[src/rtl/regfile_init_ctrl.sv]
// Write-port sequencer for the 32x32 register unit: walks x1..x31 with known
// values after reset or on request, otherwise passes writeback writes straight through.
module regfile_init_ctrl #(
    parameter logic [31:0] SP_INIT  = 32'h0000_0200,
    parameter logic [31:0] INIT_VAL = 32'h0000_0000
) (
    input  logic        clk_i,
    input  logic        rst_i,
    input  logic        init_req_i,
    input  logic        pipe_RUWr_i,
    input  logic [4:0]  pipe_Rd_i,
    input  logic [31:0] pipe_DataWr_i,
    output logic        RUWr_o,
    output logic [4:0]  Rd_o,
    output logic [31:0] DataWr_o,
    output logic        busy_o,
    output logic        init_done_o
);

    typedef enum logic {
        CLEAR = 1'b0,
        RUN   = 1'b1
    } state_t;

    state_t      state_q, state_d;
    logic [4:0]  idx_q, idx_d;
    logic        done_q, done_d;

    // State, walk index and completion flag registers
    always_ff @(posedge clk_i) begin
        if (rst_i) begin
            state_q <= CLEAR;
            idx_q   <= 5'd1;
            done_q  <= 1'b0;
        end else begin
            state_q <= state_d;
            idx_q   <= idx_d;
            done_q  <= done_d;
        end
    end

    // Next-state sequencing; init_req is only honoured in RUN so a walk never restarts or queues
    always_comb begin
        state_d = state_q;
        idx_d   = idx_q;
        done_d  = 1'b0;
        case (state_q)
            CLEAR: begin
                if (idx_q == 5'd31) begin
                    state_d = RUN;
                    idx_d   = 5'd1;
                    done_d  = 1'b1;
                end else begin
                    idx_d   = idx_q + 5'd1;
                end
            end
            RUN: begin
                if (init_req_i) begin
                    state_d = CLEAR;
                    idx_d   = 5'd1;
                end else begin
                    state_d = RUN;
                end
            end
            default: begin
                state_d = CLEAR;
                idx_d   = 5'd1;
            end
        endcase
    end

    // Write-port mux; reset forces a quiet port and a held stall
    always_comb begin
        RUWr_o      = 1'b0;
        Rd_o        = 5'd0;
        DataWr_o    = 32'd0;
        busy_o      = 1'b1;
        init_done_o = 1'b0;
        if (rst_i) begin
            busy_o = 1'b1;
        end else begin
            init_done_o = done_q;
            case (state_q)
                CLEAR: begin
                    RUWr_o   = 1'b1;
                    Rd_o     = idx_q;
                    DataWr_o = (idx_q == 5'd2) ? SP_INIT : INIT_VAL;
                    busy_o   = 1'b1;
                end
                RUN: begin
                    RUWr_o   = pipe_RUWr_i;
                    Rd_o     = pipe_Rd_i;
                    DataWr_o = pipe_DataWr_i;
                    busy_o   = 1'b0;
                end
                default: begin
                    busy_o = 1'b1;
                end
            endcase
        end
    end

endmodule
[config.mk]
export PLATFORM = sky130hd
export DESIGN_NAME = regfile_init_ctrl
export DESIGN_NICKNAME = d
export VERILOG_FILES = /design/src/rtl/regfile_init_ctrl.sv
export SDC_FILE = /design/constraint.sdc
export NUM_CORES = 1
export LEC_CHECK = 0
export BUFFER_PORTS_ARGS = -buffer_cell sky130_fd_sc_hd__clkbuf_2
export CAP_MARGIN = 10
export CORE_MARGIN = 5
export CORE_UTILIZATION = 29
export CTS_CLUSTER_DIAMETER = 50
export DETAILED_ROUTE_END_ITERATION = 8
export PLACE_DENSITY = 0.84
export SYNTH_ARGS = -nofsm -noshare
export SYNTH_HDL_FRONTEND = slang
export SYNTH_SLANG_ARGS = --single-unit
export TNS_END_PERCENT = 5
[constraint.sdc]
create_clock -name clk_i -period 1.45 [get_ports clk_i]
set_input_delay 0.2175 -clock clk_i [delete_from_list [all_inputs] [get_ports clk_i]]
set_output_delay 0.2175 -clock clk_i [all_outputs]
set_load 0.02 [all_outputs]
==> flow_metrics.env, run 1 <==
export IMPL_status="complete, but fails checks"
export IMPL_violations="setup timing"
export IMPL_groute_usage_overall=0.150
export IMPL_crit_fanout=6
export IMPL_cp_slowest_stage_delay_ps=330
export IMPL_drt_wl_total_um=3570
export IMPL_fillers=160
export IMPL_vias_per_cell=4.81
export IMPL_hold_slack_ps=205
export IMPL_fin_crit_sh=1.07
export IMPL_grt_max_degree=33
export IMPL_ys_top_cells_by_area="and2_1 30%, dfxtp_1 21%, mux2i_1 9.2%"
export IMPL_ant_nets=0
export IMPL_tritoncts="yes"
export IMPL_start_util=0.300
export IMPL_start_kind="flip-flop"
export IMPL_r2r_start="idx_q[1]"
export IMPL_multi_input_area_sq_um=529
export IMPL_port_buffer_count=80
export IMPL_final_hold_viol_count=0
export IMPL_ios=81
export IMPL_rr_worst_depth=5
export IMPL_cts_sinks=7
export IMPL_finalPower_mw=0.565
export IMPL_cts_root_buffer="clkbuf_4"
export IMPL_dp_slack_ps=-103
export IMPL_hold_path_class="input pin to flip-flop"
export IMPL_synth_top_cell_area_share=0.298
export IMPL_synth_avg_cell_area_sq_um=7.41
export IMPL_hold_depth=2
export IMPL_synth_edff_count=0
export IMPL_cts_path_max_buffers=2
export IMPL_setup_reg_to_reg_worst_slack_ps=-90
export IMPL_grt_pass1_vias=837
export IMPL_insertion_delay_ps=260
export IMPL_maxSlewHeadroom=0.807
export IMPL_cp_cell_sequence="buf_12, buf_6, buf_4, a22oi_2, nor2_1, buf_4"
export IMPL_grt_pass1_wl_um=3890
export IMPL_fin_util=0.677
export IMPL_period_minus_slack_ps=1550
export IMPL_die_height_um=57.4
export IMPL_critPathKind="flip-flop to primary output"
export IMPL_cap_violations=0
export IMPL_diodes=0
export IMPL_synth_warnings=0
export IMPL_final_setup_tns_ps=-324
export IMPL_synth_cell_types=27
export IMPL_fmax_ghz=0.644
export IMPL_end_kind="primary output"
export IMPL_powerDensity_mw_per_mm2=384
export IMPL_worst_path_buf_inv=4
export IMPL_cp_top_family="buffers and inverters"
export IMPL_vias=1015
export IMPL_dieArea_sq_mm=0.00330
export IMPL_postCtsHoldBufs=0
export IMPL_ir_drop_mv=0.453
export IMPL_cp_common_cell="buf_4"
export IMPL_critPathRequiredTime_ps=1230
export IMPL_clk_pin_slew_worst_paths_ps=50
export IMPL_yosysMostFrequentCell="and2_1"
export IMPL_area_growth_pct=125
export IMPL_setup_violations=9
export IMPL_drive_gt1_frac=0.617
export IMPL_final_max_slew_viol_count=0
export IMPL_slowest_stage="dfxtp_2"
export IMPL_fin_nets=228
export IMPL_hpwl_um=2160
export IMPL_die_w_um=57.4
export IMPL_wl_per_cell_um=16.9
export IMPL_ys_async_sr_fraction=0
export IMPL_hold_start="init_req_i"
export IMPL_rr_endpoint="idx_q[3]"
export IMPL_netlist_instances=88
export IMPL_gp_congestion=0.806
export IMPL_ys_flop_type="dfxtp_1"
export IMPL_synth_area_sq_um=652
export IMPL_synthTopCellsByCount="31 x and2_1, 8 x nor2_1, 7 x dfxtp_1"
export IMPL_synth_seq_cells=7
export IMPL_rows=17
export IMPL_worst_pin_slew_ps=289
export IMPL_synth_top_cell_by_area="and2_1"
export IMPL_rsz0062_at_grt="true"
export IMPL_p_leak_nw=0.767
export IMPL_drc=0
export IMPL_ctsHtreeMaxLevel=1
export IMPL_regArea_sq_um=144
export IMPL_grt_overflow_total=0
export IMPL_dr_pass1_iters=4
export IMPL_core_sq_mm=0.00217
export IMPL_antenna_found_initial=0
export IMPL_drt_iter0_markers=53
export IMPL_seq_area_frac_synth=0.215
export IMPL_fin_ws_ps=-103
export IMPL_cts_buffers=3
export IMPL_arrival_ps=1340
export IMPL_postSynthNetCount=132
export IMPL_skew_ps=0.545
export IMPL_min_to="state_q"
metal layers:
layer,vias up,wire length (um),track usage
li1,477,-,-
met1,474,1290,0.143
met2,56,1930,0.290
met3,8,300,0.0543
met4,0,45,0.0497
met5,-,0,0
where the power goes:
| group | leakage, nW | internal, mW | switching (mW) |
|---|---|---|---|
| registers | 0.0578 | 0.204 | 0.0153 |
| clock network | 0.0150 | 0.105 | 0.0783 |
| logic | 0.695 | 0.0906 | 0.0710 |
| total | 0.767 | 0.400 | 0.165 |
what timing repair did:
action,in CTS,in global routing
setup endpoints to repair,34,37
setup buffers,1,8
endpoints found under the hold margin,0,0
gates resized for setup,8,99
pin swaps,1,5
through the flow:
| stage | cell area [sq um] | std cells |
|---|---|---|
| global route | 1470 | 211 |
| detailed placement | 1150 | 198 |
| floorplan | 657 | 88 |
| CTS | 1210 | 203 |
| global placement | 1150 | 198 |
| finish | 1470 | 211 |
worst reg2reg max path, cell delays in order (launching register included):
cell and delay, ps:
dfxtp_2 330, ha_4 160, and3_4 180, ha_4 160, or4_1 470, a31oi_1 150
layout make-up:
class,count,share of cell area
repair buffers,97,0.492
multi-input cells,72,0.360
flip-flops and latches,7,0.0980
well taps,28,0.0239
clock buffers,4,0.0179
inverters,3,0.00767
flip-flops by register name, summed over array words and instances (netlist names):
register / flops
idx_q: 5
done_q: 1
state_q: 1
cells in the final DEF, fill, tap and decap left out, types with 2 or more instances in the layout:
cell type,n
clkbuf_2,43
buf_4,18
mux2i_1,6
nand3_1,2
dfxtp_2,3
ha_4,2
nand2_1,2
buf_12,2
nor2_1,7
and2_1,30
buf_6,26
buf_2,8
a21oi_1,3
nor2b_1,2
nand3b_1,2
inv_1,2
dfxtp_1,4
clkbuf_4,3
logic make-up (layout without fill, tap and decap cells):
group                    Yosys count  in the layout  share of synthesized area
adder cells (fa/ha/maj)            3              3                     0.0576
multiplexers                       6              6                     0.0921
flip-flops                         7              7                      0.215
AO/OA/AOI/OAI                      8              8                     0.0768
AND/OR/NAND/NOR                   55             55                      0.493
buffers and inverters              9            104                     0.0652
worst max-delay path by stage:
| stage | cells after the start | startpoint | slack [ps] | to |
|---|---|---|---|---|
| floorplan | 5 | idx_q[1] | -40 | idx_q[3] |
| global placement | 5 | idx_q[0] | -20 | idx_q[3] |
| detailed placement | 5 | idx_q[0] | -100 | idx_q[3] |
| CTS | 6 | idx_q[0] | -100 | DataWr_o[9] |
| global route | 5 | state_q | -190 | DataWr_o[9] |
| finish | 6 | state_q | -100 | DataWr_o[9] |
Note: power is estimated with default switching activity, not from simulation.
==> run 2: changes to the inputs <==
==> config.mk (replaced) <==
export PLATFORM = sky130hd
export DESIGN_NAME = regfile_init_ctrl
export DESIGN_NICKNAME = d
export VERILOG_FILES = /design/src/rtl/regfile_init_ctrl.sv
export SDC_FILE = /design/constraint.sdc
export NUM_CORES = 1
export LEC_CHECK = 0
export CAP_MARGIN = 10
export CORE_AREA = 5 5 42 44
export CTS_CLUSTER_DIAMETER = 50
export DETAILED_ROUTE_END_ITERATION = 8
export DIE_AREA = 0 0 47 49
export DONT_BUFFER_PORTS = 1
export PLACE_DENSITY = 0.66
export SYNTH_ARGS = -nofsm -noshare
export SYNTH_HDL_FRONTEND = slang
export SYNTH_SLANG_ARGS = --single-unit
export TNS_END_PERCENT = 30
==> run 2 against run 1 <==
The flow still finishes with violations (setup timing). Largest power group unchanged. Clock power fell by 5%. Total power decreased by 14%. Core utilization fell by 4.3 points. Wire length shrank 46%. Highest routed layer unchanged. Final cell count down 44%. Clock skew about the same.
==> flow_metrics.env, run 2 (synthesis gave the netlist of run 1 again) <==
export IMPL_status="complete, but fails checks"
export IMPL_violations="setup timing"
export IMPL_period_minus_slack_ps=1510
export IMPL_core_sq_mm=0.00140
export IMPL_drt_iter0_markers=5
export IMPL_die_w_um=47
export IMPL_final_max_slew_viol_count=0
export IMPL_antenna_found_initial=0
export IMPL_critPathRequiredTime_ps=1230
export IMPL_groute_usage_overall=0.151
export IMPL_postCtsHoldBufs=0
export IMPL_die_height_um=49
export IMPL_largestRegisters="idx_q x5, done_q x1, state_q x1"
export IMPL_swShare=0.254
export IMPL_end_kind="primary output"
export IMPL_regArea_sq_um=144
export IMPL_powerDensity_mw_per_mm2=548
export IMPL_top_register="idx_q"
export IMPL_grt_max_degree=33
export IMPL_grt_pass1_vias=583
export IMPL_p_sw_mw=0.124
export IMPL_hold_path_class="input pin to flip-flop"
export IMPL_skew_ps=0.483
export IMPL_hpwl_um=1590
export IMPL_multi_input_area_sq_um=552
export IMPL_cts_buffers=3
export IMPL_internal_power_mw=0.363
export IMPL_fin_crit_sh=1.04
export IMPL_ios=81
export IMPL_dpl_cell_area_sq_um=758
export IMPL_start_util=0.465
export IMPL_maxSlewHeadroom=0.723
export IMPL_dieArea_sq_mm=0.00230
export IMPL_fillers=122
export IMPL_setup_violations=4
export IMPL_power_share_clock=0.358
export IMPL_insertion_delay_ps=250
export IMPL_grt_overflow_total=0
export IMPL_fin_area_sq_um=888
export IMPL_area_growth_pct=36.3
export IMPL_cts_sinks=7
export IMPL_wl_per_cell_um=16.2
export IMPL_final_hold_viol_count=0
export IMPL_dp_slack_ps=-46.9
export IMPL_arrival_ps=1290
export IMPL_fmax_ghz=0.664
export IMPL_fin_nets=148
export IMPL_vias=663
export IMPL_gp_congestion=0.772
export IMPL_cap_violations=0
export IMPL_diodes=0
export IMPL_worst_pin_slew_ps=414
export IMPL_tritoncts="yes"
export IMPL_grt_pass1_wl_um=2530
export IMPL_cts_path_max_buffers=2
export IMPL_ir_drop_mv=0.691
export IMPL_final_setup_tns_ps=-114
export IMPL_port_buffer_count=0
export IMPL_start_kind="flip-flop"
export IMPL_setup_reg_to_reg_worst_slack_ps=-40
export IMPL_final_cell_mix="29 x and2_2, 15 x buf_4, 7 x nor2_1, 6 x mux2i_1, 4 x dfxtp_1"
export IMPL_dr_pass1_iters=4
export IMPL_finalPower_mw=0.487
export IMPL_hold_slack_ps=25.9
export IMPL_layout_commonest_cell="and2_2"
export IMPL_rsz0062_at_grt="true"
export IMPL_drive_gt1_frac=0.583
export IMPL_cts_root_buffer="clkbuf_4"
export IMPL_ant_nets=0
export IMPL_pwr_share_seq=0.441
export IMPL_fin_ws_ps=-56.0
export IMPL_vias_per_cell=5.57
export IMPL_critPathKind="flip-flop to primary output"
export IMPL_ctsHtreeMaxLevel=1
export IMPL_largest_reg_flops=5
export IMPL_drc=0
export IMPL_drt_wl_total_um=1920
export IMPL_combinationalPowerShare=0.201
export IMPL_p_leak_nw=0.386
export IMPL_rows=14
export IMPL_crit_fanout=3
export IMPL_clk_pin_slew_worst_paths_ps=50
==> run 2: cell count changes in the layout (fill, tap and decap cells not counted), sizes merged <==
cell	previous run	this run
buf	54	17
clkbuf	47	4
==> run 2: cell type report <==
class / instances / share of cell area
repair buffers: 17 / 0.152
inverters: 3 / 0.0127
multi-input cells: 72 / 0.621
clock buffers: 4 / 0.0296
well taps: 16 / 0.0225
flip-flops and latches: 7 / 0.162
==> run 2: routing by layer <==
metal / global-route usage / routed length, um
met4: 0.0553 / 8
met3: 0.0627 / 271
met5: 0 / 0
met1: 0.142 / 620
met2: 0.274 / 1020
==> run 2: worst max-delay path, stage by stage (launching register included) <==
cell,delay [ps]
dfxtp_2,320
buf_4,110
inv_1,60
ha_1,200
a22oi_2,130
nor2_1,60
buf_4,150
==> run 2: worst paths after layout <==
check / cells past startpoint / startpoint / end
setup / recovery: 6 / idx_q[0] / DataWr_o[9]
hold / removal: 1 / rst_i / state_q
setup reg to reg: 5 / idx_q[0] / idx_q[3]
hold reg to reg: 2 / idx_q[4] / idx_q[4]
==> run 2: timing repair <==
action | in CTS | in global routing
gates resized for setup | 15 | 26
cloned | 0 | 0
setup buffers | 0 | 2
setup endpoints to repair | 15 | 39
pin swaps | 1 | 3
==> run 2: through the flow <==
step / cells / util
after floorplan: 88 / -
after global placement: 113 / 0.541
after detailed placement: 113 / 0.541
after CTS: 117 / 0.580
after global routing: 119 / 0.634
final: 119 / 0.634
==> run 2: power groups by stage <==
stage,clock [mW],sequential (mW),combinational [mW]
after floorplan,0,0.216,0.0559
after global placement,0,0.215,0.0867
after detailed placement,0,0.215,0.0901
after CTS,0.181,0.213,0.0932
after global routing,0.194,0.216,0.108
final,0.174,0.215,0.0976
==> run 3: changes to the inputs <==
--- a/config.mk
+++ b/config.mk
@@ -11,7 +11,7 @@
 export DETAILED_ROUTE_END_ITERATION = 8
 export DIE_AREA = 0 0 47 49
 export DONT_BUFFER_PORTS = 1
-export PLACE_DENSITY = 0.66
+export MAX_ROUTING_LAYER = met4
 export SYNTH_ARGS = -nofsm -noshare
 export SYNTH_HDL_FRONTEND = slang
 export SYNTH_SLANG_ARGS = --single-unit
==> constraint.sdc (replaced) <==
create_clock -name clk_i -period 1.9 [get_ports clk_i]
set_input_delay 0.285 -clock clk_i [delete_from_list [all_inputs] [get_ports clk_i]]
set_output_delay 0.285 -clock clk_i [all_outputs]
set_load 0.02 [all_outputs]
==> run 3 against run 2 <==
The run now ends clean. Core utilization shrank 15 points. Clock skew grew 0.79 ps. Largest power group unchanged. Total power shrank 29%. Combinational power shrank 55%. Non-clock buffer count shrank 15. Sequential share of layout area grew 4.3 points. Global-route usage shrank 1.2 points. Die area is the same. Via count shrank 9.5%. Count of clock-buffer cells in the layout is the same. Critical path type unchanged. Worst hold slack gained 71 ps. Final cell count shrank 13%.
==> flow_metrics.env, run 3 (synthesis gave the netlist of run 1 again) <==
export IMPL_status="completed"
export IMPL_fillers=135
export IMPL_skew_ps=1.28
export IMPL_final_hold_viol_count=0
export IMPL_regArea_sq_um=140
export IMPL_rsz0062_at_grt="false"
export IMPL_cts_path_max_buffers=2
export IMPL_fin_util=0.488
export IMPL_clk_pin_slew_worst_paths_ps=50
export IMPL_drt_iter0_markers=3
export IMPL_layout_commonest_cell="and2_1"
export IMPL_end_kind="primary output"
export IMPL_antenna_found_initial=0
export IMPL_top_register="idx_q"
export IMPL_grt_pass1_wl_um=2300
export IMPL_dr_pass1_iters=2
export IMPL_start_kind="flip-flop"
export IMPL_ctsHtreeMaxLevel=1
export IMPL_multi_input_area_sq_um=470
export IMPL_arrival_ps=1460
export IMPL_cap_violations=0
export IMPL_dieArea_sq_mm=0.00230
export IMPL_fmax_ghz=0.572
export IMPL_powerDensity_mw_per_mm2=507
export IMPL_largestRegisters="idx_q x5, done_q x1, state_q x1"
export IMPL_topRoutingLayerUsed="met4"
export IMPL_ir_drop_mv=0.390
export IMPL_drive_gt1_frac=0.0795
export IMPL_wl_per_cell_um=15.9
export IMPL_ios=81
export IMPL_hold_path_class="input pin to flip-flop"
export IMPL_setup_reg_to_reg_worst_slack_ps=230
export IMPL_port_buffer_count=0
export IMPL_start_util=0.465
export IMPL_largest_reg_flops=5
export IMPL_cts_sinks=7
export IMPL_grt_pass1_vias=522
export IMPL_area_growth_pct=4.80
export IMPL_p_leak_nw=0.281
export IMPL_final_max_slew_viol_count=0
export IMPL_dr_wl_met2_um=869
export IMPL_final_setup_tns_ps=0
export IMPL_die_height_um=49
export IMPL_grt_max_degree=33
export IMPL_fin_nets=133
export IMPL_vias=600
export IMPL_setup_violations=0
export IMPL_final_cell_mix="31 x and2_1, 8 x nor2_1, 7 x dfxtp_1, 6 x mux2i_1"
export IMPL_period_minus_slack_ps=1750
export IMPL_drc=0
export IMPL_gp_congestion=0.727
export IMPL_critPathRequiredTime_ps=1620
export IMPL_vias_per_cell=5.77
export IMPL_rows=14
export IMPL_maxSlewHeadroom=0.687
export IMPL_grt_overflow_total=0
export IMPL_die_w_um=47
export IMPL_insertion_delay_ps=250
export IMPL_cts_buffers=3
export IMPL_groute_usage_overall=0.139
export IMPL_hpwl_um=1410
export IMPL_postCtsHoldBufs=0
export IMPL_drt_wl_total_um=1660
export IMPL_wl_met3_um=224
export IMPL_core_sq_mm=0.00140
export IMPL_crit_fanout=32
export IMPL_fin_crit_sh=0.921
export IMPL_critPathKind="flip-flop to primary output"
export IMPL_wl_met1_um=531
export IMPL_ant_nets=0
export IMPL_tritoncts="yes"
export IMPL_worst_pin_slew_ps=471
export IMPL_cts_root_buffer="clkbuf_4"
export IMPL_diodes=0
-- run 3: cell count changes in the layout (fill, tap and decap cells not counted), sizes merged --
cell and delta:
buf -15
-- run 3: layout make-up --
class                      count  share of cell area
timing repair buffer           2              0.0220
clock buffer                   4              0.0385
multi-input combinational     72               0.689
inverter                       3              0.0165
sequential                     7               0.205
tap                           16              0.0293
-- run 3: through the flow --
step / setup slack, ps / instances / cell area, sq um / hold slack (ps) / power, mW
CTS: 141 / 104 / 683 / 84.8 / 0.354
floorplan: 361 / 88 / 652 / 354 / 0.207
global placement: 215 / 100 / 656 / 357 / 0.211
detailed placement: 233 / 100 / 656 / 358 / 0.212
global route: 21.9 / 104 / 683 / 83.5 / 0.370
finish: 151 / 104 / 683 / 96.5 / 0.347
-- run 3: power by group --
group	internal (mW)	switching [mW]	leakage, nW	total, mW
combinational	0.0204	0.0234	0.209	0.0438
clock	0.0803	0.0579	0.0150	0.138
sequential	0.155	0.00971	0.0572	0.165
total	0.256	0.0911	0.281	0.347
-- run 3: path summary, 6_finish.rpt --
check | end | cells after the start | start
hold / removal | idx_q[2] | 1 | rst_i
setup reg to reg | idx_q[0] | 6 | idx_q[0]
setup / recovery | DataWr_o[5] | 2 | state_q
hold reg to reg | idx_q[4] | 2 | idx_q[4]
-- run 3: layer usage --
layer / vias to the layer above / track usage
met5: - / -
met4: 0 / 0.0829
met3: 4 / 0.0369
met2: 42 / 0.240
met1: 266 / 0.129
li1: 288 / -
-- run 3: critical path, stage by stage, from the launching register on --
cell     delay (ps)
dfxtp_1         490
and2b_2         410
and2_1          310
-- run 3: repair_timing --
item	CTS	global route
setup endpoints to repair	31	0
endpoints found under the hold margin	0	0
setup buffers	0	0
gates resized for setup	1	0
